===== src/rtl/signed_mul_sequencer_pkg.sv =====
// Shared definitions for the bit-serial signed multiply sequencer:
// default widths, watchdog limit and the FSM state encoding.
package signed_mul_sequencer_pkg;

  localparam int XW_DEF      = 12;
  localparam int ZW_DEF      = 24;
  localparam int TIMEOUT_DEF = 255;

  typedef enum logic [2:0] {
    ST_IDLE      = 3'd0,
    ST_LOAD      = 3'd1,
    ST_WAIT_F    = 3'd2,
    ST_MUL       = 3'd3,
    ST_WAIT_DONE = 3'd4,
    ST_UNLOAD    = 3'd5,
    ST_RESP      = 3'd6
  } state_e;

endpackage


===== src/rtl/signed_mul_sequencer_if.sv =====
// Host-side request/response handshake of the multiply sequencer.
// master = host front end, slave = sequencer.
interface signed_mul_sequencer_if
  import signed_mul_sequencer_pkg::*;
#(
  parameter int XW = XW_DEF,
  parameter int ZW = ZW_DEF
);
  logic                 req_valid;
  logic                 req_ready;
  logic signed [XW-1:0] req_x;
  logic signed [XW-1:0] req_y;
  logic                 rsp_valid;
  logic                 rsp_ready;
  logic signed [ZW-1:0] rsp_z;
  logic                 rsp_err;

  modport master (
    output req_valid, req_x, req_y, rsp_ready,
    input  req_ready, rsp_valid, rsp_z, rsp_err
  );

  modport slave (
    input  req_valid, req_x, req_y, rsp_ready,
    output req_ready, rsp_valid, rsp_z, rsp_err
  );
endinterface


===== src/rtl/signed_mul_sequencer_ser_shift_reg.sv =====
// LSB-first shift register: parallel load / serial out, and serial in
// (at the MSB end) / parallel out.
module ser_shift_reg #(
  parameter int W = 12
) (
  input  logic         clk,
  input  logic         rst_n,
  input  logic         load,
  input  logic [W-1:0] load_data,
  input  logic         shift_en,
  input  logic         ser_in,
  output logic         ser_out,
  output logic [W-1:0] par_out
);

  logic [W-1:0] data_q;

  always_ff @(posedge clk or negedge rst_n) begin
    if (!rst_n) begin
      data_q <= '0;
    end else if (load) begin
      data_q <= load_data;
    end else if (shift_en) begin
      data_q <= {ser_in, data_q[W-1:1]};
    end
  end

  assign ser_out = data_q[0];
  assign par_out = data_q;

endmodule


===== src/rtl/signed_mul_sequencer.sv =====
// Drives one bit-serial signed multiply: serialises x/y into the multiplier,
// pulses mul, drains the product and returns it on the response handshake.
module signed_mul_sequencer
  import signed_mul_sequencer_pkg::*;
#(
  parameter int XW      = XW_DEF,
  parameter int ZW      = ZW_DEF,
  parameter int TIMEOUT = TIMEOUT_DEF
) (
  input  logic clk,
  input  logic rst_n,
  signed_mul_sequencer_if.slave host,
  output logic x_in,
  output logic y_in,
  output logic sx,
  output logic sy,
  input  logic fx,
  input  logic fy,
  output logic mul,
  input  logic done,
  output logic sz,
  input  logic z_out,
  input  logic fz,
  output logic busy
);

  localparam int CW = $clog2(ZW + 1);
  localparam logic [CW-1:0] LAST_X = CW'(XW - 1);
  localparam logic [CW-1:0] LAST_Z = CW'(ZW - 1);
  localparam logic [7:0]    WD_MAX = 8'(TIMEOUT);

  state_e         state_q, state_d;
  logic [CW-1:0]  bit_cnt_q, bit_cnt_d;
  logic [7:0]     wd_q, wd_d;
  logic           err_q, err_d;
  logic           accept, shift_xy, shift_z, clr_z;
  logic           sx_q, mul_q, sz_q, rsp_valid_q, req_ready_q, busy_q;
  logic           x_ser, y_ser, z_ser;
  logic [XW-1:0]  x_par, y_par;
  logic [ZW-1:0]  z_par;
  logic           unused_bits;

  function automatic logic [CW-1:0] sat_inc(input logic [CW-1:0] v);
    return (v == '1) ? v : CW'(v + 1'b1);
  endfunction

  ser_shift_reg #(.W(XW)) u_x_sr (
    .clk(clk), .rst_n(rst_n), .load(accept), .load_data(host.req_x),
    .shift_en(shift_xy), .ser_in(1'b0), .ser_out(x_ser), .par_out(x_par)
  );

  ser_shift_reg #(.W(XW)) u_y_sr (
    .clk(clk), .rst_n(rst_n), .load(accept), .load_data(host.req_y),
    .shift_en(shift_xy), .ser_in(1'b0), .ser_out(y_ser), .par_out(y_par)
  );

  ser_shift_reg #(.W(ZW)) u_z_sr (
    .clk(clk), .rst_n(rst_n), .load(clr_z), .load_data('0),
    .shift_en(shift_z), .ser_in(z_out), .ser_out(z_ser), .par_out(z_par)
  );

  // Only the serial side of x/y and the parallel side of z are consumed.
  assign unused_bits = ^{x_par, y_par, z_ser};

  always_comb begin
    state_d   = state_q;
    bit_cnt_d = bit_cnt_q;
    err_d     = err_q;
    accept    = 1'b0;
    shift_xy  = 1'b0;
    shift_z   = 1'b0;
    clr_z     = 1'b0;
    unique case (state_q)
      ST_IDLE: begin
        if (host.req_valid) begin
          accept    = 1'b1;
          bit_cnt_d = '0;
          err_d     = 1'b0;
          state_d   = ST_LOAD;
        end
      end
      ST_LOAD: begin
        shift_xy  = 1'b1;
        bit_cnt_d = sat_inc(bit_cnt_q);
        if (bit_cnt_q == LAST_X) state_d = ST_WAIT_F;
      end
      ST_WAIT_F: begin
        if (fx && fy) begin
          state_d = ST_MUL;
        end else if (wd_q == WD_MAX) begin
          err_d   = 1'b1;
          state_d = ST_RESP;
        end
      end
      ST_MUL: state_d = ST_WAIT_DONE;
      ST_WAIT_DONE: begin
        if (done) begin
          bit_cnt_d = '0;
          clr_z     = 1'b1;
          state_d   = ST_UNLOAD;
        end else if (wd_q == WD_MAX) begin
          err_d   = 1'b1;
          state_d = ST_RESP;
        end
      end
      ST_UNLOAD: begin
        shift_z   = 1'b1;
        bit_cnt_d = sat_inc(bit_cnt_q);
        // fz must already be up while the last product bit is presented.
        if (bit_cnt_q == LAST_Z) begin
          err_d   = !fz;
          state_d = ST_RESP;
        end
      end
      ST_RESP: begin
        if (host.rsp_ready) begin
          err_d   = 1'b0;
          state_d = ST_IDLE;
        end
      end
      default: state_d = ST_IDLE;
    endcase

    if (state_d != state_q) begin
      wd_d = '0;
    end else if (state_q == ST_WAIT_F || state_q == ST_WAIT_DONE) begin
      wd_d = 8'(wd_q + 8'd1);
    end else begin
      wd_d = wd_q;
    end
  end

  // Strobes are registered from the next state so they are glitch-free.
  always_ff @(posedge clk or negedge rst_n) begin
    if (!rst_n) begin
      state_q     <= ST_IDLE;
      bit_cnt_q   <= '0;
      wd_q        <= '0;
      err_q       <= 1'b0;
      sx_q        <= 1'b0;
      mul_q       <= 1'b0;
      sz_q        <= 1'b0;
      rsp_valid_q <= 1'b0;
      req_ready_q <= 1'b1;
      busy_q      <= 1'b0;
    end else begin
      state_q     <= state_d;
      bit_cnt_q   <= bit_cnt_d;
      wd_q        <= wd_d;
      err_q       <= err_d;
      sx_q        <= (state_d == ST_LOAD);
      mul_q       <= (state_d == ST_MUL);
      sz_q        <= (state_d == ST_UNLOAD);
      rsp_valid_q <= (state_d == ST_RESP);
      req_ready_q <= (state_d == ST_IDLE);
      busy_q      <= (state_d != ST_IDLE);
    end
  end

  assign sx   = sx_q;
  assign sy   = sx_q;
  assign x_in = sx_q & x_ser;
  assign y_in = sx_q & y_ser;
  assign mul  = mul_q;
  assign sz   = sz_q;
  assign busy = busy_q;

  assign host.req_ready = req_ready_q;
  assign host.rsp_valid = rsp_valid_q;
  assign host.rsp_err   = err_q;
  assign host.rsp_z     = (rsp_valid_q && !err_q) ? signed'(z_par) : '0;

endmodule


===== src/flat_wrapper.sv =====
// flat-port wrapper written by rule: the top's interface ports become plain ports
module signed_mul_sequencer_flat import signed_mul_sequencer_pkg::*;
#(
  parameter int XW      = XW_DEF,
  parameter int ZW      = ZW_DEF,
  parameter int TIMEOUT = TIMEOUT_DEF
)
  (clk, rst_n, x_in, y_in, sx, sy, fx, fy, mul, done, sz, z_out, fz, busy, host_req_valid, host_req_x, host_req_y, host_rsp_ready, host_req_ready, host_rsp_valid, host_rsp_z, host_rsp_err);
  signed_mul_sequencer_if #(.XW(XW), .ZW(ZW)) host_i ();
  input  logic clk;
  input  logic rst_n;
  output logic x_in;
  output logic y_in;
  output logic sx;
  output logic sy;
  input  logic fx;
  input  logic fy;
  output logic mul;
  input  logic done;
  output logic sz;
  input  logic z_out;
  input  logic fz;
  output logic busy;
  input wire logic [$bits(host_i.req_valid)-1:0] host_req_valid;
  input wire logic [$bits(host_i.req_x)-1:0] host_req_x;
  input wire logic [$bits(host_i.req_y)-1:0] host_req_y;
  input wire logic [$bits(host_i.rsp_ready)-1:0] host_rsp_ready;
  output wire logic [$bits(host_i.req_ready)-1:0] host_req_ready;
  output wire logic [$bits(host_i.rsp_valid)-1:0] host_rsp_valid;
  output wire logic [$bits(host_i.rsp_z)-1:0] host_rsp_z;
  output wire logic [$bits(host_i.rsp_err)-1:0] host_rsp_err;
  assign host_i.req_valid = host_req_valid;
  assign host_i.req_x = host_req_x;
  assign host_i.req_y = host_req_y;
  assign host_i.rsp_ready = host_rsp_ready;
  assign host_req_ready = host_i.req_ready;
  assign host_rsp_valid = host_i.rsp_valid;
  assign host_rsp_z = host_i.rsp_z;
  assign host_rsp_err = host_i.rsp_err;
  signed_mul_sequencer #(.XW(XW), .ZW(ZW), .TIMEOUT(TIMEOUT)) u_core (.clk(clk), .rst_n(rst_n), .host(host_i), .x_in(x_in), .y_in(y_in), .sx(sx), .sy(sy), .fx(fx), .fy(fy), .mul(mul), .done(done), .sz(sz), .z_out(z_out), .fz(fz), .busy(busy));
endmodule

===== config.mk =====
export PLATFORM = sky130hd
export DESIGN_NAME = signed_mul_sequencer_flat
export DESIGN_NICKNAME = d
export VERILOG_FILES = /design/src/rtl/signed_mul_sequencer_pkg.sv /design/src/rtl/signed_mul_sequencer_if.sv /design/src/rtl/signed_mul_sequencer_ser_shift_reg.sv /design/src/rtl/signed_mul_sequencer.sv /design/src/flat_wrapper.sv
export SDC_FILE = /design/constraint.sdc
export NUM_CORES = 1
export LEC_CHECK = 0
export BUFFER_PORTS_ARGS = -buffer_cell sky130_fd_sc_hd__buf_2
export CORE_MARGIN = 5
export CORE_UTILIZATION = 58
export CTS_CLUSTER_SIZE = 16
export DETAILED_ROUTE_END_ITERATION = 12
export GPL_ROUTABILITY_DRIVEN = 0
export PLACE_DENSITY_LB_ADDON = 0.08
export SYNTH_ARGS = -nofsm -noshare
export SYNTH_HDL_FRONTEND = slang
export SYNTH_HIERARCHICAL = 1
export SYNTH_SLANG_ARGS = --single-unit

===== constraint.sdc =====
create_clock -name clk -period 4.88 [get_ports clk]
set_clock_uncertainty 0.05 [all_clocks]
set_input_delay 0.244 -clock clk [delete_from_list [all_inputs] [get_ports clk]]
set_output_delay 0.244 -clock clk [all_outputs]
set_load 0.02 [all_outputs]

==> out/results.ini <==
[power_and_ir_drop]
intPower_w=0.001503
switchingPower_w=0.0009128
ir_worst_vdd_v=0.0003216
switching_share=0.3779
power_leakage_nw=2.030
power_frac_comb=0.386
power.density_nw_per_um2=562.1
seqPwrFrac=0.442
clkPwrFrac=0.172

[synthesis]
yosysWarningCount=6
synthCells=375
syn_area_sq_um=3732
syn_area_per_cell_sq_um=9.953

[detailed_routing]
wirelength_microns=7168
drt-pass1-iter-count=4
wl_met1_microns=3226
wl_met3_microns=380
highest_layer=met4
route.met2.wl_microns=3530
num_vias=2819
ant_nets=0
post_drt_wl_per_cell_microns=13.30
drc_errors=0
drt_iter0_drc=137
viasPerCell=5.230

[finish]
n_fill_cell=542
area_growth_pct=15.15
instances_no_fill=539
drive_gt1_frac=0.2056
fin_area_sq_um=4298
nNetsFinal=493
diodes=0

[worst_setup_path]
arrival_ns=2.58
critPathCaptureType=register
cp-start-kind=register
critPathKind=reg2reg
r2r_slack_ns=2.50
crit_path_max_fanout=50
required_ns=5.09

[cts]
numCtsBuffers=9
cts.clk_slew.worst_paths_ns=0.07
cts_tree=done
clk_latency_ns=0.33
htree_levels=3
ctsHoldBuffers=0
clock-sinks=71
cts_buffer_depth=2
cts_resized=0
root_buffer=clkbuf_8
post_cts_buffers=0

[place]
dpl_cell_area_sq_um=4121
dp_hpwl_microns=4974
io_buffer_count=66
dp.cells=523

[job]
cap_violations=0

[timing]
hold_violations=0
setup_viol=0
rsz0062_at_grt=no
finalCritPeriodShare=0.4872
tns_ns=0
relSlewSlack=0.2880
worst_pin_slew_ns=1.066
fmax_ghz=0.4206
period_needed_ns=2.377
drv_slew=0

[floorplanning]
io_pins=67
fp.dieArea_sq_um=8140
chipHeight_microns=90.22
rows=29
core_area_sq_um=6314
fp.dieW_microns=90.22
start_util=0.5912

[grt]
grt_pass1_vias=2810
grt_first_pass_wirelength_microns=12480
grt_max_degree=72
grt-ovfl-total=0
grt_use_total=0.1823
antenna_found_initial=0

[hold_path]
hold_path_class=in2async

[outcome]
status=finished clean

power groups by stage:
stage | clock [W] | sequential, W | combinational (W)
floorplan | 0 | 0.00101 | 0.000845
global placement | 0 | 0.00106 | 0.000908
detailed placement | 0 | 0.00108 | 0.000941
CTS | 0.000432 | 0.00107 | 0.000945
global route | 0.000460 | 0.00111 | 0.00105
finish | 0.000415 | 0.00107 | 0.000933
metal layers:
layer  vias to the layer above  global-route usage
met5                         -                   0
met4                         0             0.04963
met3                         4             0.06177
met2                        63              0.2957
met1                      1309              0.2332
li1                       1443                   -
cells in the final DEF, fill, tap and decap left out, drive strengths merged, types with 4 or more instances in the layout:
cell and instances:
a21oi 6, and2 28, buf 71, clkbuf 13, conb 26, dfrtp 70, mux2i 49, nand2 61
nand2b 6, nor2 4, nor3 7, nor3b 4, nor4 7, nor4b 4, o21ai 56, or3 4
xnor2 7
layout make-up:
type	count	area (sq um)	share of cell area
Sequential cell	71	1778	0.4137
Tap cell	77	96.34	0.02242
Inverter	3	11.26	0.002620
Clock inverter	3	17.52	0.004076
Multi-Input combinational cell	301	1868	0.4346
Clock buffer	13	158.9	0.03697
Timing Repair Buffer	71	367.9	0.08559
flip-flops by register name, summed over array words and instances (netlist names):
name / count
u_core/u_z_sr/par_out: 24
u_core/u_x_sr/par_out: 12
u_core/u_y_sr/par_out: 12
u_core/wd_q: 8
u_core/bit_cnt_q: 5
u_core/state_q: 3
u_core/busy: 1
u_core/host.req_ready: 1
u_core/host.rsp_err: 1
u_core/host.rsp_valid: 1
u_core/mul: 1
u_core/sx: 1
u_core/sz: 1
path summary, 6_finish.rpt:
kind                                          start                  endpoint  cells after the start
worst max-delay path              u_core/state_q[0]       u_core/host.rsp_err                      4
worst min-delay path                          rst_n  u_core/u_x_sr/par_out[5]                      2
worst max register to register    u_core/state_q[0]       u_core/host.rsp_err                      4
worst min register to register  u_core/bit_cnt_q[1]       u_core/bit_cnt_q[1]                      2
max in group asynchronous                     rst_n  u_core/u_z_sr/par_out[8]                      2
min in group clk                      host_req_x[1]  u_core/u_x_sr/par_out[1]                      3
critical path: stages, from the launching register on:
cell and delay [ns]:
dfrtp_1 0.65, and4bb_2 1.01, a211oi_1 0.14, a31o_2 0.28, a21oi_1 0.15
per-stage QoR:
| stage | worst slack, ns | total power, W | utilization | hold WS [ns] |
|---|---|---|---|---|
| 2_1_floorplan | 2.506 | 0.001856 | - | -0.1016 |
| 3_3_place_gp | 2.612 | 0.001972 | 0.6528 | 0.4069 |
| 3_5_place_dp | 2.497 | 0.002019 | 0.6528 | 0.4091 |
| 4_1_cts | 2.478 | 0.002446 | 0.6807 | 0.04534 |
| 5_1_grt | 2.279 | 0.002615 | 0.6807 | 0.04160 |
| 6_report | 2.503 | 0.002416 | 0.6807 | 0.03518 |
Power figures use the tool's default switching activity.
